**src/rtl/hamming_pkg.sv**
```systemverilog
// Shared Hamming(38,32) definitions: widths, position helpers and parity masks.
// Used by both the encoder and the matching corrector.
package hamming_pkg;

   localparam int unsigned DATA_W = 32;
   localparam int unsigned PAR_W  = 6;
   localparam int unsigned CODE_W = DATA_W + PAR_W;
   localparam int unsigned CNT_W  = 16;
   localparam int unsigned POS_W  = 6;
   localparam int unsigned PIDX_W = $clog2(PAR_W);

   // True for 1-based codeword positions that hold a parity bit (powers of two).
   function automatic logic is_parity_pos(input int unsigned p);
      return (p != 32'd0) && ((p & (p - 32'd1)) == 32'd0);
   endfunction

   // 1-based codeword position of data bit i; data fills non-parity slots in order.
   function automatic int unsigned data_to_pos(input int unsigned i);
      int unsigned n   = 0;
      int unsigned pos = 0;
      for (int unsigned p = 1; p <= CODE_W; p++) begin
         if (!is_parity_pos(p)) begin
            if (n == i) pos = p;
            n++;
         end
      end
      return pos;
   endfunction

   // Data-bearing positions covered by parity bit k.
   function automatic logic [CODE_W-1:0] par_mask(input int unsigned k);
      logic [CODE_W-1:0] m = '0;
      for (int unsigned p = 1; p <= CODE_W; p++) begin
         if (!is_parity_pos(p) && (((p >> k) & 32'd1) != 32'd0))
            m = m | (CODE_W'(1) << (p - 32'd1));
      end
      return m;
   endfunction

   function automatic logic [PAR_W-1:0][CODE_W-1:0] build_par_masks();
      logic [PAR_W-1:0][CODE_W-1:0] r;
      for (int unsigned k = 0; k < PAR_W; k++) r[PIDX_W'(k)] = par_mask(k);
      return r;
   endfunction

   localparam logic [PAR_W-1:0][CODE_W-1:0] PAR_MASK = build_par_masks();

endpackage

```
**src/rtl/hamming_encoder_pipe_if.sv**
```systemverilog
// Valid/ready stream bundle: data words in, codewords out, plus injection controls.
interface hamming_encoder_pipe_if;
   import hamming_pkg::*;

   logic                in_valid;
   logic                in_ready;
   logic [DATA_W-1:0]   in_data;
   logic                inj_en;
   logic [POS_W-1:0]    inj_pos;
   logic                out_valid;
   logic                out_ready;
   logic [CODE_W-1:0]   out_code;
   logic                out_injected;

   // Producer of data words / consumer of codewords.
   modport master (
      output in_valid, in_data, inj_en, inj_pos, out_ready,
      input  in_ready, out_valid, out_code, out_injected
   );

   // The encoder itself.
   modport slave (
      input  in_valid, in_data, inj_en, inj_pos, out_ready,
      output in_ready, out_valid, out_code, out_injected
   );

endinterface

```
**src/rtl/hamming_encode_comb.sv**
```systemverilog
// Purely combinational data -> codeword scatter and even-parity generation.
module hamming_encode_comb
   import hamming_pkg::*;
(
   input  logic [DATA_W-1:0] i_data,
   output logic [CODE_W-1:0] o_code
);

   logic [CODE_W-1:0] w_scat;

   // Place data bits at their non-parity positions; parity slots start at zero.
   for (genvar gi = 0; gi < DATA_W; gi++) begin : g_data
      localparam int unsigned P = data_to_pos(gi);
      assign w_scat[P-1] = i_data[gi];
   end

   for (genvar gk = 0; gk < PAR_W; gk++) begin : g_pzero
      assign w_scat[(2**gk)-1] = 1'b0;
   end

   // Parity slots take the XOR of their covered data positions.
   for (genvar gp = 1; gp <= CODE_W; gp++) begin : g_pos
      if (is_parity_pos(gp)) begin : g_p
         localparam int unsigned K = $clog2(gp);
         assign o_code[gp-1] = ^(w_scat & PAR_MASK[K]);
      end else begin : g_d
         assign o_code[gp-1] = w_scat[gp-1];
      end
   end

endmodule

```
**src/rtl/hamming_encoder_pipe.sv**
```systemverilog
// Two-stage elastic Hamming(38,32) encoder with optional single-bit error injection.
module hamming_encoder_pipe
   import hamming_pkg::*;
(
   input  logic                   clk,
   input  logic                   rst_n,
   hamming_encoder_pipe_if.slave  bus,
   output logic [CNT_W-1:0]       enc_count
);

   logic                r_s1_valid;
   logic [DATA_W-1:0]   r_s1_data;
   logic                r_s1_inj_en;
   logic [POS_W-1:0]    r_s1_inj_pos;
   logic                r_out_valid;
   logic [CODE_W-1:0]   r_out_code;
   logic                r_out_injected;
   logic [CNT_W-1:0]    r_enc_count;

   logic                w_s2_ready;
   logic                w_s1_ready;
   logic                w_inj_hit;
   logic [CODE_W-1:0]   w_code;
   logic [CODE_W-1:0]   w_flip;

   assign w_s2_ready = !r_out_valid || bus.out_ready;
   assign w_s1_ready = !r_s1_valid || w_s2_ready;

   // Out-of-range positions (0 or beyond the codeword) silently disable the flip.
   assign w_inj_hit = r_s1_inj_en && (r_s1_inj_pos != '0) && (r_s1_inj_pos <= POS_W'(CODE_W));
   assign w_flip    = w_inj_hit ? (CODE_W'(1) << (r_s1_inj_pos - POS_W'(1))) : '0;

   hamming_encode_comb u_encode (
      .i_data (r_s1_data),
      .o_code (w_code)
   );

   // Stage 1: capture the accepted beat; empties when it moves on with nothing behind it.
   always_ff @(posedge clk or negedge rst_n) begin
      if (!rst_n) begin
         r_s1_valid   <= 1'b0;
         r_s1_data    <= '0;
         r_s1_inj_en  <= 1'b0;
         r_s1_inj_pos <= '0;
      end else if (w_s1_ready) begin
         r_s1_valid <= bus.in_valid;
         if (bus.in_valid) begin
            r_s1_data    <= bus.in_data;
            r_s1_inj_en  <= bus.inj_en;
            r_s1_inj_pos <= bus.inj_pos;
         end
      end
   end

   // Stage 2: register the (optionally corrupted) codeword; held while stalled.
   always_ff @(posedge clk or negedge rst_n) begin
      if (!rst_n) begin
         r_out_valid    <= 1'b0;
         r_out_code     <= '0;
         r_out_injected <= 1'b0;
      end else if (w_s2_ready) begin
         r_out_valid <= r_s1_valid;
         if (r_s1_valid) begin
            r_out_code     <= w_code ^ w_flip;
            r_out_injected <= w_inj_hit;
         end
      end
   end

   // Count output handshakes, wrapping naturally.
   always_ff @(posedge clk or negedge rst_n) begin
      if (!rst_n) begin
         r_enc_count <= '0;
      end else if (r_out_valid && bus.out_ready) begin
         r_enc_count <= r_enc_count + CNT_W'(1);
      end
   end

   assign bus.in_ready     = w_s1_ready;
   assign bus.out_valid    = r_out_valid;
   assign bus.out_code     = r_out_code;
   assign bus.out_injected = r_out_injected;
   assign enc_count        = r_enc_count;

endmodule

```
**src/flat_wrapper.sv**
```systemverilog
// flat-port wrapper written by rule: the top's interface ports become plain ports
module hamming_encoder_pipe_flat import hamming_pkg::*;
  (clk, rst_n, enc_count, bus_in_valid, bus_in_data, bus_inj_en, bus_inj_pos, bus_out_ready, bus_in_ready, bus_out_valid, bus_out_code, bus_out_injected);
  hamming_encoder_pipe_if bus_i ();
  input  logic clk;
  input  logic rst_n;
  output logic [CNT_W-1:0] enc_count;
  input wire logic [$bits(bus_i.in_valid)-1:0] bus_in_valid;
  input wire logic [$bits(bus_i.in_data)-1:0] bus_in_data;
  input wire logic [$bits(bus_i.inj_en)-1:0] bus_inj_en;
  input wire logic [$bits(bus_i.inj_pos)-1:0] bus_inj_pos;
  input wire logic [$bits(bus_i.out_ready)-1:0] bus_out_ready;
  output wire logic [$bits(bus_i.in_ready)-1:0] bus_in_ready;
  output wire logic [$bits(bus_i.out_valid)-1:0] bus_out_valid;
  output wire logic [$bits(bus_i.out_code)-1:0] bus_out_code;
  output wire logic [$bits(bus_i.out_injected)-1:0] bus_out_injected;
  assign bus_i.in_valid = bus_in_valid;
  assign bus_i.in_data = bus_in_data;
  assign bus_i.inj_en = bus_inj_en;
  assign bus_i.inj_pos = bus_inj_pos;
  assign bus_i.out_ready = bus_out_ready;
  assign bus_in_ready = bus_i.in_ready;
  assign bus_out_valid = bus_i.out_valid;
  assign bus_out_code = bus_i.out_code;
  assign bus_out_injected = bus_i.out_injected;
  hamming_encoder_pipe u_core (.clk(clk), .rst_n(rst_n), .bus(bus_i), .enc_count(enc_count));
endmodule
```
**config.mk**
```make
export PLATFORM = sky130hd
export DESIGN_NAME = hamming_encoder_pipe_flat
export DESIGN_NICKNAME = d
export VERILOG_FILES = /design/src/rtl/hamming_pkg.sv /design/src/rtl/hamming_encoder_pipe_if.sv /design/src/rtl/hamming_encode_comb.sv /design/src/rtl/hamming_encoder_pipe.sv /design/src/flat_wrapper.sv
export SDC_FILE = /design/constraint.sdc
export NUM_CORES = 1
export LEC_CHECK = 0
export ABC_AREA = 1
export CORE_MARGIN = 4
export CORE_UTILIZATION = 53
export DETAILED_ROUTE_END_ITERATION = 10
export PLACE_DENSITY_LB_ADDON = 0.08
export SLEW_MARGIN = 20
export SYNTH_ARGS = -nofsm -noshare
export SYNTH_HDL_FRONTEND = slang
export SYNTH_SLANG_ARGS = --single-unit
export TNS_END_PERCENT = 30
```
**constraint.sdc**
```tcl
create_clock -name clk -period 2.5 [get_ports clk]
set_clock_uncertainty 0.2 [all_clocks]
set_input_delay 0.75 -clock clk [delete_from_list [all_inputs] [get_ports clk]]
set_output_delay 0.75 -clock clk [all_outputs]
set_load 0.01 [all_outputs]
```
==> summary.txt, run 1 <==
Outcome
  • Status: completed

Critical path
  • CP Capture Type: output port
  • Critical Path RT: ~1.6 ns
  • Worst setup SP type: input port
  • Worst setup path startpoint: bus_out_ready
  • Crit path kind: input port to output port
  • Max Fanout on Critical Path: 2
  • Reg-to-reg startpoint: u_core.r_s1_inj_pos[4]
  • Worst Path Arrival: roughly 1.5 ns

Flow run
  • Max-cap violations: 0

Layout
  • Final #Nets: 895
  • Cell Count, Final, Fillers Out: 992
  • Area delta synth->final: 25.1%
  • Ant. Diodes: 0
  • Layout cells sized above 1: 7.59%
  • Design Area, Final: around 0.0070 sq mm

Routing
  • Via count: between 5,000 and 6,000
  • Via density: between 5 and 6
  • Routed Antenna Nets: 0
  • 1st-pass router iterations: 5
  • # DRC: 0
  • Routed len/inst: between 10 and 15 um
  • DRT Wirelength: ~14,000 um
  • Drt first-iter violations: ~280

Timing
  • RSZ-0062 raised after global routing: no
  • Crit share post-route: roughly 98%
  • Slew Limit Fails: 0
  • Post-route minimum period: between 2 and 2.5 ns
  • Fmax: 409 MHz
  • Hold Vio Cnt, Final: 0
  • Max_slew headroom: 71.8%
  • Endpoints failing setup: 0
  • Worst-Margin Slew: about 0.42 ns

Global route
  • Initial antenna violation count: 0
  • Vias in the first global route: just under 5,000
  • GRT Total Usage: about a quarter
  • Global route overflow: 0
  • Largest net degree at the start of global routing: slightly below 60
  • First-pass GRT wire length: roughly 23,000 um

Place
  • Gpl congestion: roughly 0.9
  • Area of placed instances: about 0.0068 sq mm
  • Hpwl dp: roughly 11,000 um
  • Port bufs: between 90 and 100
  • Placed cell count: 976

Logic synthesis
  • Sequential element share of the synthesized area: 43.0%
  • Top post-synthesis cells by area: dfrtp_1, nand2_1, nor2_1
  • Top-area cell type share of the netlist area: a little over two fifths
  • FF+latch count, synth: between 90 and 100
  • Syn Area/Cell: ~7.5 sq um
  • Cells after Synth: roughly 750
  • Post-Syn Area: 0.00559 sq mm
  • Post-Syn Nets: 793
  • YS warnings: 0
  • Post-synthesis cell type count: 32
  • Synth area leader: dfrtp_1

Clock network
  • Clk_lat worst skew: between 0.3 and 0.4 ns
  • Post-CTS Setup Inserts: 0
  • Clock Path Buffers: 2
  • Clk sinks: 96
  • Total CTS buffers: 9
  • Reg clk slew, reported paths: roughly 0.1 ns
  • Clock root buffer: clkbuf_8
  • CTS tree: yes
  • H-tree levels: 3

Floorplan
  • Core Rows: 37
  • # IOs: 100
  • Initial Util: 54.4%
  • Die height: between 100 and 150 um
  • Die Wd: between 100 and 150 um
  • Core area: roughly 0.01 sq mm
  • Die footprint: between 0.01 and 0.015 sq mm

Power and ir drop
  • Pleak: around 0.0034 uW
  • Power per Cell Area: between 800 and 900 mW/mm^2
  • Total Power: a little under 6000 uW
  • Peak supply drop: around 0.00047 V

Worst hold path
  • Worst hold path type: input port to async pin
[cells in the mapped netlist (all sizes together)]
| library cell | count |
|---|---|
| nand2 | 222 |
| dfrtp | 96 |
| nor2 | 96 |
| inv | 86 |
| nand3 | 52 |
| a21oi | 36 |
| xor2 | 34 |
| xnor2 | 26 |
| buf | 21 |
| a31oi | 20 |
| nand4 | 20 |
| o21ai | 18 |
| clkbuf | 8 |
| nor3 | 5 |
| mux2 | 3 |
| nand3b | 3 |
| clkinv | 1 |
| ha | 1 |
| or2 | 1 |
[final cells by class]
| class | count | area [sq um] |
|---|---|---|
| multi-input combinational | 537 | 2680 |
| timing repair buffer | 120 | 1190 |
| tap | 136 | 170 |
| sequential | 96 | 2400 |
| fill | 899 | 3290 |
| clock inverter | 5 | 62.6 |
| inverter | 87 | 327 |
| clock buffer | 11 | 151 |
[kinds of logic after synthesis]
logic type / after synthesis / synth area share [%]
xor gates and xnor gates: 60 / 9.41
and+or+nand+nor: 399 / 30.5
muxes: 3 / 0.605
DFF: 96 / 43.0
buffers and inverters: 116 / 9.00
adders and majority gates: 1 / 0.224
AOI/OAI and AO/OA: 74 / 7.21
[report_power, final]
part	switching (uW)	internal (uW)	total, uW
Clock	578	522	1100
Combinational	1350	1150	2500
Sequential	335	1920	2250
[flip-flops by register name, indices dropped and copies added (netlist names)]
register and count:
u_core.bus.out_injected 1, u_core.bus.out_code 38, u_core.enc_count 16, u_core.r_s1_data 32, u_core.r_s1_inj_en 1, u_core.r_s1_valid 1
u_core.r_s1_inj_pos 6, u_core.bus.out_valid 1
[cells in the final DEF, fill, tap and decap left out, types with 2 or more instances in the layout]
cell type,count
mux2_2,3
nand3b_1,3
inv_2,8
o21ai_1,10
inv_1,78
nand2_1,217
dfrtp_1,96
buf_4,18
clkdlybuf4s50_1,97
nor2_4,2
nand4_1,20
xnor2_1,26
clkinvlp_4,2
nor3_1,3
xor2_1,34
nand2_2,4
nor2_1,93
o21ai_0,6
a21oi_1,36
a31oi_1,20
nor3_2,2
nand3_1,50
o21ai_2,2
clkbuf_8,11
buf_12,4
[through the flow]
step | utilization [%] | hold slack [ns] | setup slack, ns | TNS [ns]
2_1_floorplan | - | 0.254 | 0.466 | 0
3_3_place_gp | 66.0 | 0.269 | -0.350 | -0.385
3_5_place_dp | 66.0 | 0.274 | -0.348 | -0.537
4_1_cts | 68.0 | 0.139 | 0.0522 | 0
5_1_grt | 68.0 | 0.149 | 0.00872 | 0
6_report | 68.0 | 0.140 | 0.0557 | 0
[timing repair]
| item | in CTS | in global routing |
|---|---|---|
| hold buffers | 0 | 0 |
| endpoints found under the setup margin | 1 | 0 |
| resized for setup | 4 | 0 |
[per-layer routing]
| metal | up-vias | wire length (um) | global-route usage [%] |
|---|---|---|---|
| met5 | - | 0 | 0 |
| met2 | 147 | 6740 | 39.5 |
| met4 | 0 | 266 | 8.29 |
| met1 | 2406 | 6180 | 30.4 |
| li1 | 2555 | - | - |
| met3 | 20 | 745 | 3.33 |
[critical path, cell delays in order]
cell and delay (ns):
clkdlybuf4s50_1 0.47, inv_1 0.05, nand3_1 0.08, buf_2 0.14
[path summary, 6_finish.rpt]
check	cells after the start	slack, ns	end
max	4	0.06	bus_in_ready
min	2	0.14	u_core.enc_count[5]
max reg2reg	10	0.34	u_core.bus.out_code[24]
min reg2reg	2	0.29	u_core.bus.out_code[31]
max in group asynchronous	2	1.63	u_core.r_s1_data[3]
min in group clk	2	0.29	u_core.bus.out_code[31]
Note: power is estimated with default switching activity, not from simulation.
==> inputs of run 2 (changes only) <==
- GPL_ROUTABILITY_DRIVEN: default -> 0
- SKIP_LAST_GASP: default -> 1
==> results of run 2 <==
No change in the layout: final DEF, timing and power equal those of run 1.
